==> src/rtl/roi_window_ctrl.sv <==
`default_nettype none
// ============================================================================
// Module   : roi_window_ctrl
// Brief    : Per-frame foreground bounding-box tracker. Commits the window
//            bounds used by the HV-count windowing stage at each vsync rise,
//            and falls back to full frame after HOLD_FRAMES rejected frames.
//            Optional macro ROI_SMOOTH_EN averages consecutive accepted boxes.
// Revision : 1.0 - initial release
// ============================================================================
module roi_window_ctrl #(
    parameter int IW          = 1024,
    parameter int IH          = 768,
    parameter int MIN_PIX     = 64,
    parameter int HOLD_FRAMES = 4
) (
    input  logic        pixelclk,
    input  logic        reset,
    input  logic        i_binary,
    input  logic        i_de,
    input  logic        i_vsync,
    input  logic [11:0] hcount,
    input  logic [11:0] vcount,
    output logic [11:0] hcount_l1,
    output logic [11:0] hcount_r1,
    output logic [11:0] vcount_l1,
    output logic [11:0] vcount_r1,
    output logic        o_valid,
    output logic        o_frame_done
);

    localparam logic [1:0]  WAIT_VS = 2'd0;
    localparam logic [1:0]  ACCUM   = 2'd1;
    localparam logic [1:0]  COMMIT  = 2'd2;

    localparam logic [12:0] H_LIM    = 13'(IW);
    localparam logic [12:0] V_LIM    = 13'(IH);
    localparam logic [11:0] H_LAST   = 12'(IW - 1);
    localparam logic [11:0] V_LAST   = 12'(IH - 1);
    localparam logic [19:0] MIN_CNT  = 20'(MIN_PIX);
    localparam logic [4:0]  HOLD     = 5'(HOLD_FRAMES);
    localparam logic [19:0] CNT_SAT  = 20'hFFFFF;

    logic [1:0]  state;
    logic [1:0]  next_state;
    logic        vs_d;
    logic        frame_edge;
    logic        hit;

    logic [11:0] hmin, hmax, vmin, vmax;
    logic [19:0] cnt;
    logic [3:0]  miss;

    logic        commit;
    logic        accept;
    logic        fallback;
    logic        acc_en;
    logic [3:0]  miss_nxt;
    logic [11:0] base_hmin, base_hmax, base_vmin, base_vmax;
    logic [19:0] base_cnt;
    logic [11:0] hmin_nxt, hmax_nxt, vmin_nxt, vmax_nxt;
    logic [19:0] cnt_nxt;
    logic [11:0] new_hl, new_hr, new_vl, new_vr;
    logic [4:0]  miss_inc;

`ifdef ROI_SMOOTH_EN
    function automatic logic [11:0] avg(input logic [11:0] a, input logic [11:0] b);
        logic [12:0] s;
        s = {1'b0, a} + {1'b0, b};
        return s[12:1];
    endfunction
`endif

    assign frame_edge = i_vsync & ~vs_d;
    assign hit = i_de & i_binary & ({1'b0, hcount} < H_LIM) & ({1'b0, vcount} < V_LIM);

    always_ff @(posedge pixelclk) begin
        if (reset) begin
            state <= WAIT_VS;
        end else begin
            state <= next_state;
        end
    end

    always_comb begin
        next_state = state;
        case (state)
            WAIT_VS: if (frame_edge) next_state = ACCUM;
            ACCUM:   if (frame_edge) next_state = COMMIT;
            COMMIT:  next_state = ACCUM;
            default: next_state = WAIT_VS;
        endcase
    end

    always_comb begin
        commit   = (state == COMMIT);
        acc_en   = (state != WAIT_VS);
        accept   = (cnt >= MIN_CNT);
        miss_inc = {1'b0, miss} + 5'd1;
        fallback = (miss_inc >= HOLD);
        miss_nxt = fallback ? HOLD[3:0] : miss_inc[3:0];

        // The commit-cycle pixel seeds the freshly reinitialised accumulators.
        base_hmin = commit ? 12'hFFF : hmin;
        base_hmax = commit ? 12'h000 : hmax;
        base_vmin = commit ? 12'hFFF : vmin;
        base_vmax = commit ? 12'h000 : vmax;
        base_cnt  = commit ? 20'd0   : cnt;

        hmin_nxt = base_hmin;
        hmax_nxt = base_hmax;
        vmin_nxt = base_vmin;
        vmax_nxt = base_vmax;
        cnt_nxt  = base_cnt;
        if (hit) begin
            if (hcount < base_hmin) hmin_nxt = hcount;
            if (hcount > base_hmax) hmax_nxt = hcount;
            if (vcount < base_vmin) vmin_nxt = vcount;
            if (vcount > base_vmax) vmax_nxt = vcount;
            if (base_cnt != CNT_SAT) cnt_nxt = base_cnt + 20'd1;
        end

`ifdef ROI_SMOOTH_EN
        new_hl = o_valid ? avg(hcount_l1, hmin) : hmin;
        new_hr = o_valid ? avg(hcount_r1, hmax) : hmax;
        new_vl = o_valid ? avg(vcount_l1, vmin) : vmin;
        new_vr = o_valid ? avg(vcount_r1, vmax) : vmax;
`else
        new_hl = hmin;
        new_hr = hmax;
        new_vl = vmin;
        new_vr = vmax;
`endif
    end

    always_ff @(posedge pixelclk) begin
        if (reset) begin
            vs_d         <= 1'b0;
            hmin         <= 12'hFFF;
            hmax         <= 12'h000;
            vmin         <= 12'hFFF;
            vmax         <= 12'h000;
            cnt          <= 20'd0;
            miss         <= 4'd0;
            hcount_l1    <= 12'd0;
            hcount_r1    <= H_LAST;
            vcount_l1    <= 12'd0;
            vcount_r1    <= V_LAST;
            o_valid      <= 1'b0;
            o_frame_done <= 1'b0;
        end else begin
            vs_d         <= i_vsync;
            o_frame_done <= commit;
            if (acc_en) begin
                hmin <= hmin_nxt;
                hmax <= hmax_nxt;
                vmin <= vmin_nxt;
                vmax <= vmax_nxt;
                cnt  <= cnt_nxt;
            end
            if (commit) begin
                if (accept) begin
                    hcount_l1 <= new_hl;
                    hcount_r1 <= new_hr;
                    vcount_l1 <= new_vl;
                    vcount_r1 <= new_vr;
                    o_valid   <= 1'b1;
                    miss      <= 4'd0;
                end else begin
                    miss <= miss_nxt;
                    if (fallback) begin
                        hcount_l1 <= 12'd0;
                        hcount_r1 <= H_LAST;
                        vcount_l1 <= 12'd0;
                        vcount_r1 <= V_LAST;
                        o_valid   <= 1'b0;
                    end
                end
            end
        end
    end

endmodule
`default_nettype wire

==> config.mk <==
export PLATFORM = sky130hd
export DESIGN_NAME = roi_window_ctrl
export DESIGN_NICKNAME = d
export VERILOG_FILES = /design/src/rtl/roi_window_ctrl.sv
export SDC_FILE = /design/constraint.sdc
export NUM_CORES = 1
export LEC_CHECK = 0
export CAP_MARGIN = 30
export CORE_ASPECT_RATIO = 0.9
export CORE_MARGIN = 4
export CORE_UTILIZATION = 56
export CTS_BUF_LIST = sky130_fd_sc_hd__clkbuf_16
export CTS_CLUSTER_SIZE = 10
export DETAILED_ROUTE_END_ITERATION = 16
export PLACE_DENSITY_LB_ADDON = 0.08
export SLEW_MARGIN = 20
export SYNTH_ARGS = -nofsm -noshare
export SYNTH_HDL_FRONTEND = slang
export SYNTH_SLANG_ARGS = --single-unit
==> constraint.sdc <==
create_clock -name pixelclk -period 4.5 [get_ports pixelclk]
set_input_delay 0.45 -clock pixelclk [delete_from_list [all_inputs] [get_ports pixelclk]]
set_output_delay 0.45 -clock pixelclk [all_outputs]
set_load 0.1 [all_outputs]
; ---- Word-level counts from Yosys, hierarchy flattened
; Index checks and enable logic that the tools add are counted.
[op_classes]
n_eq_ne = 5
addsub = 2
n_lt_le_gt_ge = 8
n_mux = 29
n_bitwise = 5
n_reduce_logical = 5
[op_table]
columns = operator, count
row1 = 12-bit 2-to-1 mux, 19
row2 = 20-bit 2-to-1 mux, 3
row3 = 12-bit greater-than comparator, 2
row4 = 12-bit < comparator, 2
row5 = 20-bit by 1-bit adder with 20-bit output (second input constant), 1
row6 = 20-bit by 7-bit >= comparator with 1-bit output (second input constant), 1
row7 = 20-bit inequality test (second input constant), 1
row8 = 12-bit by 10-bit < comparator with 1-bit output (second input constant), 1
row9 = 12-bit by 11-bit < comparator with 1-bit output (second input constant), 1
row10 = 4-bit 2-to-1 mux, 2
row11 = 2-bit case mux with 3 select lines, 1
row12 = 4-bit by 1-bit adder with 5-bit output (second input constant), 1
row13 = 5-bit by 3-bit >= comparator with 1-bit output (second input constant), 1
row14 = 1-bit AND, 4
row15 = 2-bit 2-to-1 mux, 2
row16 = 2-bit inequality test (second input constant), 2
row17 = 2-bit AND reduction, 2
row18 = 2-bit nonzero test, 2
row19 = 2-bit by 1-bit == test with 1-bit output (second input constant), 1
row20 = 2-bit == test (second input constant), 1
row21 = 2-bit logical NOT, 1
row22 = 1-bit 2-to-1 mux, 2
row23 = 1-bit NOT, 1
[totals]
word_cells = 68
input_bits = 29
output_inout_bits = 50
register_bits = 125

; ---- Logic depth before layout (Yosys ltp)
[depth]
word_depth = 5
mapped_depth = 15
ltp_nobuf = 9

; ---- Worst setup path before layout
; OpenSTA, ideal clock, no wires.
[synth_timing]
path_kind = register to register
start = register state[1]
end = register vmax[2] (netlist: new_vr[2])
n_path_buf = 6
arrival_time_ps = 3170
synth_period_minus_slack_ps = 3230
setup_time_ps = 60
path_slack_ps = 1270
t_required_ps = 4440
path_stages_with_launch = 16
path_cell_list = dfxtp_1 buf_4 nand2b_1 buf_4 clkbuf_1 clkbuf_1 buf_1 nand2_1 ha_1 nor2b_1 o211ai_1 a21oi_1 o311a_1 a31oi_1 clkbuf_1 a22o_1
[synth_between]
elab_chain_len = 5
elab_cells_between_ends = 6
classes_between = order compare (1) / eq/ne (1) / mux (3) / reduce/logical (1)
[synth_lines]
columns = element, line
row1 = from (decl), 43  ; logic [1:0] state;
row2 = from (signal assigned), 80  ; state <= next_state;
row3 = 2-bit == test, 95  ; commit = (state == COMMIT);
row4 = 12-bit 2-to-1 mux, 106  ; base_vmax = commit ? 12'h000 : vmax;
row5 = 12-bit greater-than comparator, 118  ; if (vcount > base_vmax) vmax_nxt = vcount;
row6 = 12-bit 2-to-1 mux, 118
row7 = 12-bit 2-to-1 mux, 114  ; if (hit) begin
row8 = to (signal assigned), 157  ; vmax <= vmax_nxt;
row9 = to (decl), 49  ; logic [11:0] hmin, hmax, vmin, vmax;
; Several ways; a longest one is shown, not always the timed one.
; A chain may end at the register's enable or synchronous reset.

; ---- Worst setup path in the final report
[layout_timing]
start = register state[1]
end = register hmin[5]
[layout_between]
elab_chain_len = 5
elab_cells_between_ends = 6
classes_between = order compare (1) / eq/ne (1) / mux (3) / reduce/logical (1)
[layout_lines]
columns = element, line
row1 = 2-bit == test, 95
row2 = 12-bit 2-to-1 mux, 103  ; base_hmin = commit ? 12'hFFF : hmin;
row3 = 12-bit < comparator, 115  ; if (hcount < base_hmin) hmin_nxt = hcount;
row4 = 12-bit 2-to-1 mux, 115
row5 = 12-bit 2-to-1 mux, 114
row6 = to (signal assigned), 154  ; hmin <= hmin_nxt;
row7 = to (decl), 49
; Several ways; a longest one is shown, not always the timed one.

==> results.md <==
Timing:
- The transition time at the pin with the least slew margin is 987 ps.
- The share of the clock period used by the worst path after layout is 75.4%.
- The number of slew-limit violations in the final report was 0.
- For the final database, setup skew stands at 6.68 ps.
- Measured against its own limit, the worst slew margin works out to 34.0%.
- After routing, the total negative slack on setup checks comes to 0 ps.
- Setup repair after global routing left no endpoint under its margin.
- Setup violations remaining at the end of the flow were counted as 0.
- The routed design could run at a clock period as short as 3390 ps.
- The final-report hold violation count is 0.
- Across all setup checks in the final design, the least slack found is 1110 ps.
- The upper clock frequency limit is 295 MHz.

CTS:
- TritonCTS built the clock tree.
- The post-cts gate resize count is 0.
- The number of buffers inserted by post-CTS setup repair is 0.
- The later pin in the worst-skew pair is clocked with a latency of 420 ps.
- TritonCTS created 17 clock buffers.
- Clock tree synthesis selected as its root buffer the cell clkbuf_16.
- The clock net sink count is 125.
- The maximum number of buffers from clock root to sink is 2.
- The cts-stage hold buffer count is 0.
- The maximum level of the CTS H-tree is 4.
- After clock tree synthesis, the clock-pin slew on the worst setup and hold paths is 60 ps.

Place:
- The worst setup slack before clock tree synthesis is 1110 ps.
- The placer's final routability congestion estimate is 0.865.
- After legalization and detailed placement, the total HPWL measured 10800 um.
- The number of port buffers is 78.

Logic synthesis:
- The synthesized area per cell is 9.15 sq um.
- The prevailing post-synth register cell is dfxtp_1.
- The cell area after synthesis is 6150 sq um.
- The sequential fraction of the synthesis area is 40.7%.
- The post-synthesis cell type with the largest combined area is dfxtp_1.
- The synthesized flop and latch total is 125.
- The synthesized design contains 0 enable-type register cells.
- For this run, asynchronously set or reset flops after synthesis account for 0%.
- After synthesis, the cell types taking the most area are dfxtp_1 41%, ha_1 10%, nor2_1 5.1%.
- The number of cells produced by synthesis is 673.
- Synthesis produced a netlist with a net count of 751.
- The number of unique standard cell types used by synthesis is 60.
- The total number of yosys warnings is 0.
- The share of the synthesized area in the top cell type is 40.7%.

Global routing:
- The maximum number of pins on one net before global-route repair is 71.
- The number of antenna violations at the first check in global routing is 0.
- The number of global-route vias before repair was 5264.
- The overall routing resource usage is 25.0%.
- Summed over all layers, the global routing overflow is 0.
- The first global-routing pass estimated 25700 um of wire.

Worst setup path:
- The flop-to-flop setup slack is 1110 ps.
- The worst register-to-register path begins at state[1].
- For the worst flop-to-flop path, the logic depth is 9.
- The critical path's largest stage delay is 710 ps.
- The data required time at the worst endpoint is 4860 ps.
- The worst setup path is of the reg2reg kind.
- The slowest stage of the critical path belongs to the cell nor2b_4.
- The type of element launching the critical path is a register.
- The beginning of the critical path is state[1].
- Data on the critical path arrives at its endpoint at 3750 ps.
- The element type at the critical path end is a register.
- The critical path buffer and inverter count is 0.
- The most critical setup path has its endpoint at hmin[5].
- The number of gates on the worst path with buffers counted is 9.
- In this run the worst path has a maximum fanout of 32.
- Among cell families on the critical path, the largest total delay comes from compound AO/OA/AOI/OAI gates.
- The worst register-to-register path ends at hmin[5].
- The critical path goes through nor2b_4 -> nor2_1 -> ha_1 -> a21o_1 -> a221o_1 -> a21oi_1 -> o21ai_1 -> o31ai_2 -> o22a_1.

Drt:
- The DRC violation count after routing is 0.
- The number of DRC markers after the initial detailed-route iteration is 405.
- The final wirelength is 15700 um.
- The via count of the routed design is 5350.
- The detail route stage leaves a number of antenna-violating nets equal to 0.
- The first TritonRoute pass finished after 5 iterations.
- The routed wirelength normalized by instance count is 17.7 um.
- The routed via count divided by cell count is 6.05.

Floorplan:
- 79 I/O pins were placed.
- The starting density of the core is 57.2%.
- The die covers 12700 sq um.
- After floorplanning, the core was sized to cover 10800 sq um.
- The die is 107 um tall.
- After floorplanning, the core was divided into 36 placement rows.
- The die extent in x is 119 um.

Power and ir drop:
- The leakage component of the power is 2.91 nW.
- Dividing total power by cell area gives a power density of 348 nW/um^2.
- The worst-case IR drop observed on VDD is 0.276 mV.

Cells and area:
- The number of antenna cells inserted is 0.
- The synthesis-to-finish area growth is 23.6%.
- The number of filler instances in the final layout is 829.
- Across the whole layout, storage elements account for 2500 sq um.
- In the final layout, the multi-input gates occupy 3440 sq um.
- The final net count is 817.
- Of the cells placed in the final design, the portion with a size suffix greater than 1 is 8.11%.

Flow run:
- Across the run, the number of max-cap violations was 0.

Status:
- The run finished with clean final reports.

Worst hold path:
- The min-delay analysis places its worst path in the category in2reg.
[state kept, by name (all words and copies together) (netlist names)]
name and flops:
new_vl 12, cnt 20, new_vr 12, o_valid 1, vcount_l1 12, vs_d 1, vcount_r1 12, hcount_l1 12
hmax 12, hmin 12, miss 4, state 2, o_frame_done 1, hcount_r1 12
[layer usage]
layer	part of all wire, %	GRT usage (%)	vias to the layer above	wire length [um]
met1	46	32.3	2560	7240
met3	5.9	6.62	29	928
li1	-	-	2590	-
met4	2.1	9.93	0	322
met2	46	40.2	171	7190
met5	0	0	-	0
[final cells by class]
type,count,share of cell area [%]
clock buffers,17,5.59
clock inverters,15,2.29
inverters,9,0.444
multi-input cells,498,45.2
flip-flops and latches,125,32.9
well taps,133,2.19
repair buffers,88,11.4
[tightest hold or removal path, cell delays in order]
cell and delay [ps]:
buf_2 90, inv_1 180, o31ai_1 120
[kinds of logic (layout without fill, tap and decap cells)]
logic type               count (synthesis)  in the layout  synth area share, %
AND/OR/NAND/NOR                        263            263                 23.4
AO/OA/AOI/OAI                          165            165                 19.4
XOR/XNOR                                19             19                 2.70
adder cells (fa/ha/maj)                 49             49                 9.96
buffers and inverters                   50            129                 3.60
flip-flops                             125            125                 40.7
multiplexers                             2              2                0.325
[cells in the mapped netlist, drive strengths merged, types with 7 or more instances]
master,number
a22o,20
o31ai,10
and3b,9
a21oi,28
clkbuf,26
nor3b,12
ha,49
dfxtp,125
xor2,9
nand2b,24
and2,13
nor2b,7
o22a,10
a22oi,30
nand2,56
o32ai,10
xnor2,10
o22ai,19
nand3,11
o21ai,17
nor2,84
nand4,11
buf,15
inv,8
nor4,12
[through the flow]
stage / util, % / power, mW / cells / hold slack [ps] / cell area (sq um)
after floorplan: - / 1.22 / 673 / 431 / 6150
after global placement: 64.7 / 1.28 / 851 / 459 / 6970
after detailed placement: 65.0 / 1.29 / 853 / 460 / 7000
after CTS: 70.6 / 2.66 / 885 / 451 / 7600
after global routing: 70.7 / 2.73 / 885 / 490 / 7610
final: 70.7 / 2.65 / 885 / 469 / 7610
[how the worst min path moves through the flow]
| stage | from | endpoint | slack (ps) | cells after the start |
|---|---|---|---|---|
| floorplan | miss[3] | miss[3] | 430 | 1 |
| global placement | miss[3] | miss[3] | 460 | 1 |
| detailed placement | vcount_r1[3] | vcount_r1[3] | 460 | 2 |
| CTS | reset | new_vl[2] | 450 | 3 |
| global route | reset | new_vl[2] | 490 | 3 |
| finish | reset | new_vl[9] | 470 | 3 |
[where the power goes]
part           leakage, nW  switching, mW  internal (mW)
Clock                0.286          0.512          0.868
Combinational         1.62         0.0966         0.0596
Sequential            1.01        0.00276           1.11
[placed cells by master (no fill, tap or decap), types with 14 or more instances in the layout]
master and n:
dfxtp_1 125, clkdlybuf4s50_1 77, nor2_1 84, a21oi_1 28, nand2b_1 24, clkbuf_16 17
nand2_1 56, o22ai_1 19, o21ai_0 14, a22oi_1 30, a22o_1 20, ha_1 49
No activity file was read; power rests on OpenSTA's default activity.
